### src/rtl/alu_pkg.sv
// Shared constants and types for the ALU sequential multiplier.
// Optional MULT_OVF_EN build adds a product-overflow flag (see alu_mult_seq).
package alu_pkg;

  localparam int unsigned ALU_WIDTH = 8;

  function automatic int unsigned cnt_width(input int unsigned w);
    return $clog2(w + 1);
  endfunction

  localparam int unsigned CNT_W = cnt_width(ALU_WIDTH);

  typedef enum logic [1:0] {
    IDLE   = 2'd0,
    RUN    = 2'd1,
    FINISH = 2'd2
  } mult_state_e;

endpackage

### src/rtl/alu_mult_datapath.sv
// Shift-add datapath: multiplicand/multiplier/accumulator registers.
// One multiplier bit is consumed per i_step; ACC_W > WIDTH keeps the high product bits.
module alu_mult_datapath
  import alu_pkg::*;
#(
  parameter int unsigned WIDTH = ALU_WIDTH,
  parameter int unsigned ACC_W = WIDTH
) (
  input  logic             clk,
  input  logic             rst_n,
  input  logic             i_load,
  input  logic             i_step,
  input  logic [WIDTH-1:0] i_a,
  input  logic [WIDTH-1:0] i_b,
  output logic [ACC_W-1:0] o_acc
);

  logic [ACC_W-1:0] r_mcand;
  logic [WIDTH-1:0] r_mplier;
  logic [ACC_W-1:0] r_acc;

  always_ff @(posedge clk or negedge rst_n) begin
    if (!rst_n) begin
      r_mcand  <= '0;
      r_mplier <= '0;
      r_acc    <= '0;
    end else if (i_load) begin
      r_mcand  <= ACC_W'(i_a);
      r_mplier <= i_b;
      r_acc    <= '0;
    end else if (i_step) begin
      // Bits shifted past ACC_W are discarded, giving the modular product.
      if (r_mplier[0]) begin
        r_acc <= r_acc + r_mcand;
      end
      r_mcand  <= r_mcand << 1;
      r_mplier <= r_mplier >> 1;
    end
  end

  assign o_acc = r_acc;

endmodule

### src/rtl/alu_mult_seq.sv
// Sequential unsigned multiplier: FSM, bit counter and start/busy/done handshake.
// Define MULT_OVF_EN to add the registered ovf output (upper product bits nonzero).
module alu_mult_seq
  import alu_pkg::*;
#(
  parameter int unsigned WIDTH = ALU_WIDTH
) (
  input  logic             clk,
  input  logic             rst_n,
  input  logic             start,
  input  logic [WIDTH-1:0] A,
  input  logic [WIDTH-1:0] B,
  output logic [WIDTH-1:0] C,
  output logic             busy,
`ifdef MULT_OVF_EN
  output logic             ovf,
`endif
  output logic             done
);

  localparam int unsigned LCNT_W = cnt_width(WIDTH);
`ifdef MULT_OVF_EN
  localparam int unsigned ACC_W = 2 * WIDTH;
`else
  localparam int unsigned ACC_W = WIDTH;
`endif

  mult_state_e       r_state;
  mult_state_e       w_state_nxt;
  logic [LCNT_W-1:0] r_cnt;
  logic [LCNT_W-1:0] w_cnt_nxt;
  logic [WIDTH-1:0]  r_c;
  logic [WIDTH-1:0]  w_c_nxt;
  logic              r_busy;
  logic              w_busy_nxt;
  logic              r_done;
  logic              w_done_nxt;
  logic              w_load;
  logic              w_step;
  logic [ACC_W-1:0]  w_acc;
`ifdef MULT_OVF_EN
  logic              r_ovf;
  logic              w_ovf_nxt;
`endif

  alu_mult_datapath #(
    .WIDTH (WIDTH),
    .ACC_W (ACC_W)
  ) u_datapath (
    .clk    (clk),
    .rst_n  (rst_n),
    .i_load (w_load),
    .i_step (w_step),
    .i_a    (A),
    .i_b    (B),
    .o_acc  (w_acc)
  );

  always_ff @(posedge clk or negedge rst_n) begin
    if (!rst_n) begin
      r_state <= IDLE;
      r_cnt   <= '0;
      r_c     <= '0;
      r_busy  <= 1'b0;
      r_done  <= 1'b0;
`ifdef MULT_OVF_EN
      r_ovf   <= 1'b0;
`endif
    end else begin
      r_state <= w_state_nxt;
      r_cnt   <= w_cnt_nxt;
      r_c     <= w_c_nxt;
      r_busy  <= w_busy_nxt;
      r_done  <= w_done_nxt;
`ifdef MULT_OVF_EN
      r_ovf   <= w_ovf_nxt;
`endif
    end
  end

  // Next state and next registered outputs; start is only looked at in IDLE.
  always_comb begin
    w_state_nxt = r_state;
    w_cnt_nxt   = r_cnt;
    w_c_nxt     = r_c;
    w_busy_nxt  = 1'b0;
    w_done_nxt  = 1'b0;
    w_load      = 1'b0;
    w_step      = 1'b0;
`ifdef MULT_OVF_EN
    w_ovf_nxt   = r_ovf;
`endif
    unique case (r_state)
      IDLE: begin
        if (start) begin
          w_load      = 1'b1;
          w_cnt_nxt   = '0;
          w_busy_nxt  = 1'b1;
          w_state_nxt = RUN;
        end
      end
      RUN: begin
        w_step     = 1'b1;
        w_busy_nxt = 1'b1;
        w_cnt_nxt  = r_cnt + LCNT_W'(1);
        if (r_cnt == LCNT_W'(WIDTH - 1)) begin
          w_busy_nxt  = 1'b0;
          w_state_nxt = FINISH;
        end
      end
      FINISH: begin
        w_c_nxt     = w_acc[WIDTH-1:0];
        w_done_nxt  = 1'b1;
        w_state_nxt = IDLE;
`ifdef MULT_OVF_EN
        w_ovf_nxt   = |w_acc[ACC_W-1:WIDTH];
`endif
      end
      default: begin
        w_state_nxt = IDLE;
      end
    endcase
  end

  assign C    = r_c;
  assign busy = r_busy;
  assign done = r_done;
`ifdef MULT_OVF_EN
  assign ovf  = r_ovf;
`endif

endmodule

### config.mk
export PLATFORM = sky130hd
export DESIGN_NAME = alu_mult_seq
export DESIGN_NICKNAME = d
export VERILOG_FILES = /design/src/rtl/alu_pkg.sv /design/src/rtl/alu_mult_datapath.sv /design/src/rtl/alu_mult_seq.sv
export SDC_FILE = /design/constraint.sdc
export NUM_CORES = 1
export LEC_CHECK = 0
export BUFFER_PORTS_ARGS = -buffer_cell sky130_fd_sc_hd__buf_2
export CAP_MARGIN = 20
export CORE_ASPECT_RATIO = 1.25
export CORE_MARGIN = 2
export CORE_UTILIZATION = 50
export CTS_BUF_LIST = sky130_fd_sc_hd__clkbuf_16
export DETAILED_ROUTE_END_ITERATION = 12
export GPL_ROUTABILITY_DRIVEN = 0
export PLACE_DENSITY = 0.74
export REMOVE_ABC_BUFFERS = 1
export SLEW_MARGIN = 20
export SYNTH_ARGS = -nofsm -noshare
export SYNTH_HDL_FRONTEND = slang
export SYNTH_HIERARCHICAL = 1
export SYNTH_SLANG_ARGS = --single-unit
### constraint.sdc
create_clock -name clk -period 1.75 [get_ports clk]
set_input_delay 0.35 -clock clk [delete_from_list [all_inputs] [get_ports clk]]
set_output_delay 0.35 -clock clk [all_outputs]
set_load 0.01 [all_outputs]
Word-level counts from Yosys, hierarchy flattened
Index checks and enable logic that the tools add are counted.
- register bits after elaboration: 40
- input port bits: 19
- output and inout bits: 10
- $add $sub $neg: 2
- equality and inequality tests: 5
- multiplexer cells: 18
- reduce and logical (&&, ||, !) cells: 7
- operator list (operator ; count):
    $mux W8 ; 7
    $add A8 B8 Y8 ; 1
    $pmux W4 S2 ; 1
    $reduce_and A2 Y1 ; 3
    $reduce_bool A2 Y1 ; 3
    $mux W1 ; 5
    $add A4 B1 Y4 const B ; 1
    $eq A4 B3 Y1 const B ; 1
    $mux W2 ; 2
    $mux W4 ; 1
    $ne A2 B2 Y1 const B ; 2
    $pmux W2 S2 ; 1
    $eq A2 B1 Y1 const B ; 1
    $eq A2 B2 Y1 const B ; 1
    $logic_not A2 Y1 ; 1
    $pmux W1 S2 ; 1

Depth between registers and ports, before layout
- word-level depth: 4
- mapped depth: 9
- mapped depth without buffers: 7

By module
The synthesis kept the hierarchy.
- modules (own cells, without submodules) (module ; instances ; cells an instance ; area an instance (um2)):
    alu_mult_datapath ; 1 ; 140 ; 1357.6
    alu_mult_seq ; 1 ; 48 ; 623.1

Least setup slack after synthesis
OpenSTA, ideal clock, no wires.
- path type: reg2reg
- start point: register u_datapath.r_acc[0] (netlist: u_datapath/o_acc[0])
- end point: register u_datapath.r_acc[6] (netlist: u_datapath/o_acc[6])
- arrival time: 1685 ps
- required time: 1628 ps
- path slack: -57 ps
- cell stages (with the launch flop): 8
- path buffers: 0
- period minus slack after synthesis: 1807 ps
- cell sequence: dfrtp_1 > ha_1 > fa_1 > a21o_1 > a21oi_1 > o21ai_0 > mux2i_1 > nand2_1
- longest elaborated chain between the ends: 4
- ends and longest elaborated chain (what ; RTL line ; source):
    from (decl) ; alu_mult_datapath.sv:20 ; logic [ACC_W-1:0] r_acc;
    from (signal assigned) ; alu_mult_datapath.sv:34 ; r_acc <= r_acc + r_mcand;
    $add A8 B8 Y8 ; alu_mult_datapath.sv:34 ;
    $mux W8 ; alu_mult_datapath.sv:33 ; if (r_mplier[0]) begin
    $mux W8 ; alu_mult_datapath.sv:31 ; end else if (i_step) begin
    $mux W8 ; alu_mult_datapath.sv:27 ; end else if (i_load) begin
Every way passes these cells. The select of a mux whose other input is x is not followed.
A chain may end at the register's enable or synchronous reset.

Worst setup path in the final report
Same ends and word-level chain as after synthesis.

==> impl_metrics.toml <==
[global_routing]
gr-usage-all-layers = 0.205
grt_pass1_wl_mm = 6.82
antenna_found_initial = 0
grt_max_degree = 27
grt_pass1_vias = 1577
grt.overflow.total = 0

[synthesis]
synth_area_per_cell_um2 = 10.5
synth_flop_cell = "dfrtp_1"
synth_seq_cells = 40
yosysSeqAreaShare = 0.505
synth-async-reset-ratio = 1.00
yosysWarnings = 6
synth_cell_types = 36
synth_edf_count = 0
yosysTopAreaCellShare = 0.505
synth_top_area_cell = "dfrtp_1"
synthTopCellsByArea = "dfrtp_1 (51%), mux2i_1 (8.6%), nand2_1 (6.6%)"
synthCells = 188
synth_area_um2 = 1980

[clocking]
cts.sinks = 40
cts_htree_levels = 2
root_buffer = "clkbuf_16"
cts_buffers = 5
clk_latency_ps = 280
postCtsHoldBufs = 0
clk_pin_slew_ps = 60
cts_buffer_depth = 2
cts_tree = "built"

[flow_run]
drv_cap = 0

[cells_and_area]
fillers = 290
drive_above_1_share = 0.320
diodes = 0
final_nets = 268
area.growth.synth_to_final_pct = 29.0

[floorplan]
initial_utilization = 0.523
ios = 29
fp.coreArea_um2 = 3780
die_w_um = 60.3
row_count = 25
die_area_um2 = 4480
die_y_um = 74.4

[route]
drc = 0
ant_nets = 0
firstDrtPassIters = 4
drt-wirelength-per-cell_um = 13.8
drt-initial-drc-count = 56
wl_mm = 4.06
via_per_inst = 5.25
vias = 1550

[timing]
rsz0062_at_grt = "true"
hold_viol = 0
fin_ws_ps = -36.0
tightest_slew_ps = 487
max_clock_freq_ghz = 0.560
fin_crit_ps = 1790
maxSlewViolCount = 0
fin_skew_ps = 3.68
setup_viol = 2
finalCritPeriodShare = 1.02
whs_ps = 25.0
max_slew_margin = 0.676

[pwr]
clkPwrFrac = 0.196
leakagePower_nw = 1.26
swShare = 0.366
comb_power_share = 0.451
p_seq_frac = 0.353
p_int_mw = 2.86
ir_drop_uv = 799
p_switching_mw = 1.65
power.density_nw_per_um2 = 1760

[status]
status = "complete, but fails checks"
violations = "setup timing"

[setup_path]
cp-end-kind = "flip-flop"
path_max_fanout = 2
r2r_setup_slack_ps = -40
critPathRequiredTime_ps = 1920
arrival_ps = 1950
cpPeakStageDelay_ps = 380
critPathSlowestCell = "dfrtp_1"
timing.critical_path.cells = "ha_2, fa_2, a21o_1, a21oi_2, o21ai_2, mux2i_1, nand2_1"
criticalPathCategory = "reg -> reg"
crit_path_start_kind = "flip-flop"

[place]
dp_hpwl_mm = 2.86
port_buffers = 28
place_ws_ps = -112

[hold_path]
hold_path_class = "in -> async"
[repair_timing]
action                                  4_1_cts  5_1_grt
setup buffers                                 0        1
endpoints found under the setup margin        4        4
pin swaps                                     4        2
resized for setup                             7        7
[worst max-delay path: cells and delay by family, from the launching register on]
kind                       cells  cell delay (ps)
AOI/OAI and AO/OA              3              480
adders and majority gates      2              540
DFF                            1              380
muxes                          1              190
and+or+nand+nor                1               70
[final cells by class]
| class | count | area [um^2] | share of cell area |
|---|---|---|---|
| clock inverters | 3 | 18.8 | 0.00735 |
| well taps | 54 | 67.6 | 0.0264 |
| clock buffers | 5 | 125 | 0.0490 |
| multi-input cells | 135 | 980 | 0.383 |
| inverters | 4 | 15.0 | 0.00588 |
| flip-flops and latches | 40 | 1000 | 0.392 |
| repair buffers | 54 | 348 | 0.136 |
[per-stage QoR]
stage	cell area, um^2	total power [mW]	std cells	util	setup TNS (ps)
after detailed placement	2340	3.45	286	0.617	-262
after floorplan	1930	2.68	179	-	-151
after CTS	2500	4.39	294	0.661	0
after global routing	2550	4.86	295	0.675	-264
after global placement	2340	3.36	286	0.617	-123
final	2550	4.51	295	0.675	-51.4
[cell usage in the layout, fill, tap and decap left out, types with 2 or more instances in the layout]
master	count
nor2b_1	2
inv_1	2
a21oi_2	2
nand4_1	3
dfrtp_1	40
clkinv_2	2
mux2_1	8
buf_2	28
ha_4	2
mux2i_1	17
inv_2	2
nand3_1	6
nor3_2	2
buf_4	25
a21o_1	2
xnor2_1	2
nor3_1	2
o21ai_2	2
nand2_1	35
a21oi_1	6
o21ai_1	3
clkbuf_16	5
o21ai_0	17
ha_1	5
[worst paths after layout]
path / cells past startpoint / end / startpoint
min reg2reg: 1 / C[6] / C[6]
max in group asynchronous: 2 / u_datapath/r_mplier[0] / rst_n
max: 7 / u_datapath/o_acc[6] / u_datapath/o_acc[0]
min: 1 / done / rst_n
max reg2reg: 7 / u_datapath/o_acc[6] / u_datapath/o_acc[0]
min in group clk: 3 / u_datapath/r_mcand[3] / A[3]
[flip-flops by register name, summed over array words and instances (netlist names)]
name and count:
u_datapath/o_acc 8, r_cnt 4, u_datapath/r_mcand 8, C 8, r_state 2, u_datapath/r_mplier 8, done 1, busy 1
[layer usage]
layer	up-vias	track usage	routed length, um
met5	-	0	0
met4	0	0.114	108
met3	11	0.0400	158
met2	38	0.339	2040
met1	732	0.248	1750
li1	769	-	-
[cells in the mapped netlist, types with 2 or more instances]
cell,number
nand3_1,6
xnor2_1,2
a21oi_1,8
a21o_1,2
inv_2,2
inv_1,2
clkbuf_1,4
mux2i_1,17
nor2b_1,2
nor3_1,4
o21ai_1,3
dfrtp_1,40
a211oi_1,2
nand4_1,3
ha_1,8
buf_2,3
mux2_1,8
buf_6,2
nand2_1,35
o21ai_0,19
[power by group through the flow]
stage | clock, mW | combinational (mW) | sequential [mW]
global route | 0.937 | 2.28 | 1.64
global placement | 0 | 1.80 | 1.56
floorplan | 0 | 1.11 | 1.58
finish | 0.881 | 2.03 | 1.59
detailed placement | 0 | 1.87 | 1.59
CTS | 0.904 | 1.92 | 1.58
[cell families (layout without fill, tap and decap cells)]
kind of cell / count (synthesis) / after routing / synth area share
simple gates: 60 / 60 / 0.147
flops: 40 / 40 / 0.505
compound gates: 39 / 39 / 0.112
mux: 25 / 25 / 0.131
buf+inv: 13 / 66 / 0.0341
fa+ha+maj: 9 / 9 / 0.0606
xor+xnor: 2 / 2 / 0.00885
Note: power is estimated with default switching activity, not from simulation.
